**config.mk**
```make
export PLATFORM = sky130hd
export DESIGN_NAME = crc_deserializer
export DESIGN_NICKNAME = d
export VERILOG_FILES = /design/src/rtl/crc_pkg.sv /design/src/rtl/crc_deserializer.sv
export SDC_FILE = /design/constraint.sdc
export NUM_CORES = 1
export LEC_CHECK = 0
export CAP_MARGIN = 30
export CELL_PAD_IN_SITES_DETAIL_PLACEMENT = 0
export CELL_PAD_IN_SITES_GLOBAL_PLACEMENT = 2
export CORE_UTILIZATION = 35
export DETAILED_ROUTE_END_ITERATION = 16
export PLACE_DENSITY = 0.86
export SLEW_MARGIN = 0
export SYNTH_ARGS = -nofsm -noshare
export SYNTH_HDL_FRONTEND = slang
export SYNTH_SLANG_ARGS = --single-unit
export TNS_END_PERCENT = 100
```
**constraint.sdc**
```tcl
create_clock -name CLK -period 5.1 [get_ports CLK]
set_input_delay 0.51 -clock CLK [delete_from_list [all_inputs] [get_ports CLK]]
set_output_delay 0.51 -clock CLK [all_outputs]
set_load 0.01 [all_outputs]
```
**src/rtl/crc_pkg.sv**
```systemverilog
// Shared definitions for the serial CRC generator and its deserializer.
package crc_pkg;

  localparam int unsigned LFSR_WIDTH_DEF = 8;

  typedef enum logic {
    IDLE  = 1'b0,
    SHIFT = 1'b1
  } state_e;

  // Bit counter must hold the values 0..width.
  function automatic int unsigned cnt_width(input int unsigned width);
    return $clog2(width + 1);
  endfunction

  localparam int unsigned CNT_W_DEF = cnt_width(LFSR_WIDTH_DEF);

endpackage

```
**src/rtl/crc_deserializer.sv**
```systemverilog
// Collects an LSB-first serial CRC into a parallel word behind a one-entry
// valid/ready register, and counts words that differ from the expected CRC.
module crc_deserializer
  import crc_pkg::*;
#(
  parameter int unsigned LFSR_WIDTH    = LFSR_WIDTH_DEF,
  parameter int unsigned ERR_CNT_WIDTH = 8
) (
  input  logic                     CLK,
  input  logic                     RST,
  input  logic                     CRC_IN,
  input  logic                     VALID_IN,
  input  logic [LFSR_WIDTH-1:0]    EXP_CRC,
  output logic [LFSR_WIDTH-1:0]    OUT_DATA,
  output logic                     OUT_VALID,
  input  logic                     OUT_READY,
  output logic                     MATCH,
  output logic                     ERR_SHORT,
  output logic                     OVERRUN,
  output logic [ERR_CNT_WIDTH-1:0] ERR_CNT
);

  localparam int unsigned CNT_W = cnt_width(LFSR_WIDTH);
  localparam int unsigned SH_W  = LFSR_WIDTH - 1;

  state_e                   state_q, state_d;
  logic [CNT_W-1:0]         cnt_q, cnt_d;
  logic [SH_W-1:0]          shreg_q, shreg_d;
  logic [LFSR_WIDTH-1:0]    data_q, data_d;
  logic                     valid_q, valid_d;
  logic                     match_q, match_d;
  logic                     err_short_q, err_short_d;
  logic                     overrun_q, overrun_d;
  logic [ERR_CNT_WIDTH-1:0] err_cnt_q, err_cnt_d;
  logic                     complete_c;
  logic                     word_match_c;
  logic [LFSR_WIDTH-1:0]    word_c;

  // Next-state: bit assembly, then output register / handshake.
  always_comb begin
    state_d      = state_q;
    cnt_d        = cnt_q;
    shreg_d      = shreg_q;
    data_d       = data_q;
    valid_d      = valid_q;
    match_d      = match_q;
    err_short_d  = 1'b0;
    overrun_d    = 1'b0;
    err_cnt_d    = err_cnt_q;
    complete_c   = 1'b0;
    word_c       = {CRC_IN, shreg_q};
    word_match_c = (word_c == EXP_CRC);

    case (state_q)
      IDLE: begin
        if (VALID_IN) begin
          shreg_d[0] = CRC_IN;
          cnt_d      = CNT_W'(1);
          state_d    = SHIFT;
        end
      end
      SHIFT: begin
        if (VALID_IN) begin
          if (cnt_q == CNT_W'(LFSR_WIDTH - 1)) begin
            // Last bit bypasses the shift register straight into the word.
            complete_c = 1'b1;
            cnt_d      = '0;
            state_d    = IDLE;
          end else begin
            for (int unsigned i = 0; i < SH_W; i++) begin
              if (cnt_q == CNT_W'(i)) shreg_d[i] = CRC_IN;
            end
            cnt_d = cnt_q + CNT_W'(1);
          end
        end else begin
          err_short_d = 1'b1;
          cnt_d       = '0;
          state_d     = IDLE;
        end
      end
      default: state_d = IDLE;
    endcase

    if (valid_q && OUT_READY) valid_d = 1'b0;

    if (complete_c) begin
      if (!valid_q || OUT_READY) begin
        data_d  = word_c;
        match_d = word_match_c;
        valid_d = 1'b1;
        if (!word_match_c && (err_cnt_q != '1)) err_cnt_d = err_cnt_q + ERR_CNT_WIDTH'(1);
      end else begin
        overrun_d = 1'b1;
      end
    end
  end

  always_ff @(posedge CLK or negedge RST) begin
    if (!RST) begin
      state_q     <= IDLE;
      cnt_q       <= '0;
      shreg_q     <= '0;
      data_q      <= '0;
      valid_q     <= 1'b0;
      match_q     <= 1'b0;
      err_short_q <= 1'b0;
      overrun_q   <= 1'b0;
      err_cnt_q   <= '0;
    end else begin
      state_q     <= state_d;
      cnt_q       <= cnt_d;
      shreg_q     <= shreg_d;
      data_q      <= data_d;
      valid_q     <= valid_d;
      match_q     <= match_d;
      err_short_q <= err_short_d;
      overrun_q   <= overrun_d;
      err_cnt_q   <= err_cnt_d;
    end
  end

  assign OUT_DATA  = data_q;
  assign OUT_VALID = valid_q;
  assign MATCH     = match_q;
  assign ERR_SHORT = err_short_q;
  assign OVERRUN   = overrun_q;
  assign ERR_CNT   = err_cnt_q;

endmodule

```
== Yosys cells after proc, flatten, opt, wreduce, memory -nomap -nowiden ==
Index checks and enable logic that the tools add are counted.
Operators by class
  add/subtract/negate cells: 2
  multipliers: 0
  divide/modulo/power cells: 0
  $lt $le $gt $ge: 0
  equal/unequal tests: 13
  shift-type cells: 0
  multiplexer cells: 23
  bitwise logic cells: 2
  reduce and logical (&&, ||, !) cells: 15
Operator list (number)
  AND reduction 4 bit: 7
  two-way mux 1 bit: 17
  == test 4 x 3 -> 1 bit, second input constant: 4
  two-way mux 4 bit: 3
  adder 8 x 1 -> 8 bit, second input constant: 1
  == test 4 x 2 -> 1 bit, second input constant: 2
  == test 8 bit: 1
  != test 8 bit, second input constant: 1
  one-hot mux 4 bit (2 select lines): 1
  != test 2 bit, second input constant: 3
  adder 4 x 1 -> 4 bit, second input constant: 1
  == test 4 x 1 -> 1 bit, second input constant: 1
  logical NOT 4 bit: 1
  one-hot mux 1 bit (2 select lines): 2
  AND reduction 3 bit: 1
  logical AND 1 bit: 2
  logical NOT 1 bit: 2
  != test 2 x 1 -> 1 bit, second input constant: 1
  NOT 1 bit: 2
  AND reduction 2 bit: 1
  logical OR 1 bit: 1
Storage, ports and cells
  flip-flop bits (word level): 32
  bits in latches: 0
  memory bits (writable): 0
  memory bits (read-only): 0
  input bits: 13
  logic and storage cells: 70
  memories: 0

== Depth between registers and ports, before layout ==
  depth after elaboration: 5
  gate-level depth with buffers: 6

== Worst setup path before layout ==
Ideal clock, no wire load.
  kind: reg2reg
  start: reg err_cnt_q[0], in the netlist ERR_CNT[0]
  end: reg err_cnt_q[1], in the netlist ERR_CNT[1]
  library setup time: 0.128 ns
  data arrival time: 1.619 ns
  required time: 4.972 ns
  setup slack: 3.353 ns
  stages on the path, launching flop included: 6
  buffers on the path: 0
  clock period less this slack: 1.747 ns
  path through: dfrtp_1 -> ha_1 -> and4_1 -> a41o_4 -> nor2_2 -> mux2_1
Between the ends
  longest elaborated chain between the ends: 3
  elaborated cells between the ends (all ways): 4
Ends and longest elaborated chain
  from (decl): line crc_deserializer.sv:34  | logic [ERR_CNT_WIDTH-1:0] err_cnt_q, err_cnt_d;
  from (signal assigned): line crc_deserializer.sv:118  | err_cnt_q <= err_cnt_d;
  parallel branches: the longest is 3 deep, another holds adder 8 x 1 -> 8 bit
Several ways; the timed one is not identified.
A chain may end at the register's enable or synchronous reset.

== Final worst setup path ==
  start: in VALID_IN
  end: reg err_cnt_q[1], in the netlist ERR_CNT[1]
Between the ends
  longest elaborated chain between the ends: 3
Ends and longest elaborated chain
  from (decl): line crc_deserializer.sv:12  | input logic VALID_IN,
  two-way mux 1 bit: line crc_deserializer.sv:63  | if (VALID_IN) begin
  two-way mux 1 bit: line crc_deserializer.sv:54  | case (state_q)
  AND reduction 3 bit (no source line)
No other way between the ends.

==> results.toml <==
[sta]
period_share = 0.4693
layout_min_cycle_time_ns = 2.393
rsz0062_at_grt = "no"
slew_violations = 0
hold_viol = 0
finalSetupViolations = 0
clock_skew_ns = 0.003424
max_freq_mhz = 417.8
slew_headroom = 0.7268
hold_slack_ns = 0.5066
finalSetupTns_ns = 0
tightest_slew_ns = 0.4099

[clock_tree]
numCtsBuffers = 5
post_cts.repair.setup_buffers = 0
clockRootBuffer = "clkbuf_8"
clkTransAtPathRegs_ns = 0.06
htreeDepth = 2
cts.sinks = 32
cts.path.max_buffers = 2
cts_tree = "built"
cts_resized = 0
postCtsHoldBufs = 0
clk_latency_ns = 0.27

[hold_path]
hold_end = "OUT_DATA[2]"
holdCritStartpoint = "OUT_DATA[2]"
min_path_type = "reg2reg"
hold_depth = 1

[place]
dp.cells = 209
port-buffer-count = 32
globalplace.congestion = 0.7320
hpwl_um = 2181
detailed_place.area_um2 = 1924

[grt]
grt_pass1_wl_um = 4905
antenna_found_initial = 0
first_global_vias = 1068
grt_max_degree = 33
overflow = 0
grt_usage = 0.1444

[pwr]
vdd_drop_max_v = 0.0001707
pwr-share-seq = 0.511
power.share.clock = 0.362
power_switching_mw = 0.1341
p_int_mw = 0.4341
power_frac_comb = 0.127
p_sw_frac = 0.2360
powerDensity_nw_per_um2 = 281.2
total_leakage_power_nw = 0.9175
power_mw = 0.5682

[cells_and_area]
num-fill-cells = 410
layout-drive-gt1-share = 0.2048
final_area_um2 = 2021
multi_input_area_um2 = 721.9
syn2layout_area_growth_pct = 29.51
nNetsFinal = 184
regArea_um2 = 800.8
instances_no_fill = 216
diodes = 0

[critical_path]
crit_required_ns = 5.26
criticalPathCategory = "in2reg"
cp.arrival_ns = 2.55
timing.rr.start = "cnt_q[1]"
worstSetupEndpointType = "flip-flop"
startpoint_type = "primary input"
r2r_end = "ERR_CNT[1]"
cp_max_fo = 11
reg2regPathDepth = 5
r2r_slack_ns = 3.01

[synth]
yosysTopAreaCellShare = 0.5132
synth_cell_types = 32
synth_top_cell_by_area = "dfrtp_1"
ys_top_cells_by_area = "dfrtp_1 51%, mux2_2 12%, xnor2_1 5.1%"
syn_avg_cell_area_um2 = 12.00
synth_fp_nets = 148
seq_area_frac_synth = 0.5132
syn_inst = 130
synth-seq-cells = 32
synth_area_um2 = 1560
synth-warning-count = 0

[floorplanning]
initial_utilization = 0.3765
die_h_um = 68.77
row_count = 23
die_area_um2 = 4729
core_area_um2 = 4144
num_io_pins = 33
die_x_um = 68.77

[routing]
drtAntennaViolNets = 0
drt_pass1_iterations = 4
totalWireLength_um = 2920
drcViolationCount = 0
vias = 1063
drtIter0Drc = 33
vias_per_cell = 4.921
wl_per_cell_um = 13.52

[status]
run_status = "complete, no violations"

[job]
drv_cap = 0
## worst max-delay path: stages
cell and delay, ns:
clkdlybuf4s50_1 0.58, and4b_1 0.30, nand3_2 0.31, a41o_4 0.40, nor2_2 0.13, mux2_1 0.33
## cell usage in the layout (no fill, tap or decap), types with 2 or more instances in the layout
master,count
nand2_1,18
nor3_2,3
nand4_1,2
nor2b_1,2
inv_1,3
nor2_1,5
nor3_1,2
nand3_1,4
clkdlybuf4s50_1,32
o21ai_0,2
dfrtp_1,32
xor2_1,6
ha_1,5
clkbuf_8,7
nor3b_2,2
xnor2_1,9
mux2_2,16
## cells by family after synthesis
family | after synthesis | share of synthesized area
simple gates | 48 | 0.1812
flops | 32 | 0.5132
mux | 18 | 0.1291
xor+xnor | 15 | 0.08420
buf+inv | 7 | 0.02405
compound gates | 5 | 0.02807
fa+ha+maj | 5 | 0.04010
## sequential cells by signal (all words and copies together), names as in the netlist
name and flops:
ERR_CNT 8, OUT_DATA 8, shreg_q 7, cnt_q 4, ERR_SHORT 1, MATCH 1
OUT_VALID 1, OVERRUN 1, state_q 1
## per-stage QoR
stage               utilization  worst slack [ns]
floorplan                     -             3.353
global placement         0.4644             2.499
detailed placement       0.4644             2.418
CTS                      0.4876             2.712
global route             0.4876             2.604
finish                   0.4876             2.707
## per-layer routing
metal  vias to the layer above  GRT usage  wire [um]
li1                        514          -          -
met1                       513     0.1790       1304
met2                        32     0.2365       1442
met3                         4    0.04276        145
met4                         0    0.05357         27
met5                         -          0          0
## layout make-up
class | count | share of cell area
Timing Repair Buffer | 33 | 0.1622
Tap cell | 50 | 0.03096
Sequential cell | 32 | 0.3963
Multi-Input combinational cell | 91 | 0.3573
Inverter | 3 | 0.005573
Clock buffer | 7 | 0.04768
## power by group through the flow
stage	sequential, mW	combinational (mW)	clock (mW)
final	0.290	0.0721	0.206
after global routing	0.293	0.0816	0.227
after CTS	0.291	0.0743	0.214
after detailed placement	0.295	0.0737	0
after global placement	0.294	0.0730	0
after floorplan	0.291	0.0463	0
## how the worst max path moves through the flow
stage	endpoint	depth (start not counted)	from
global placement	ERR_CNT[1]	6	VALID_IN
CTS	ERR_CNT[1]	6	VALID_IN
floorplan	ERR_CNT[1]	5	ERR_CNT[0]
detailed placement	ERR_CNT[1]	6	VALID_IN
finish	ERR_CNT[1]	6	VALID_IN
global route	ERR_CNT[1]	6	VALID_IN
## synthesized netlist by cell type, drive strengths merged
master	n
a21o	1
a21oi	1
a41o	1
and2	1
and3	1
and4	1
and4b	1
buf	4
dfrtp	32
ha	5
inv	3
mux2	17
mux2i	1
nand2	18
nand2b	1
nand3	5
nand4	2
nand4b	1
nor2	7
nor2b	2
nor3	5
nor3b	2
nor4	1
o21ai	2
xnor2	9
xor2	6
No activity file was read; power rests on OpenSTA's default activity.
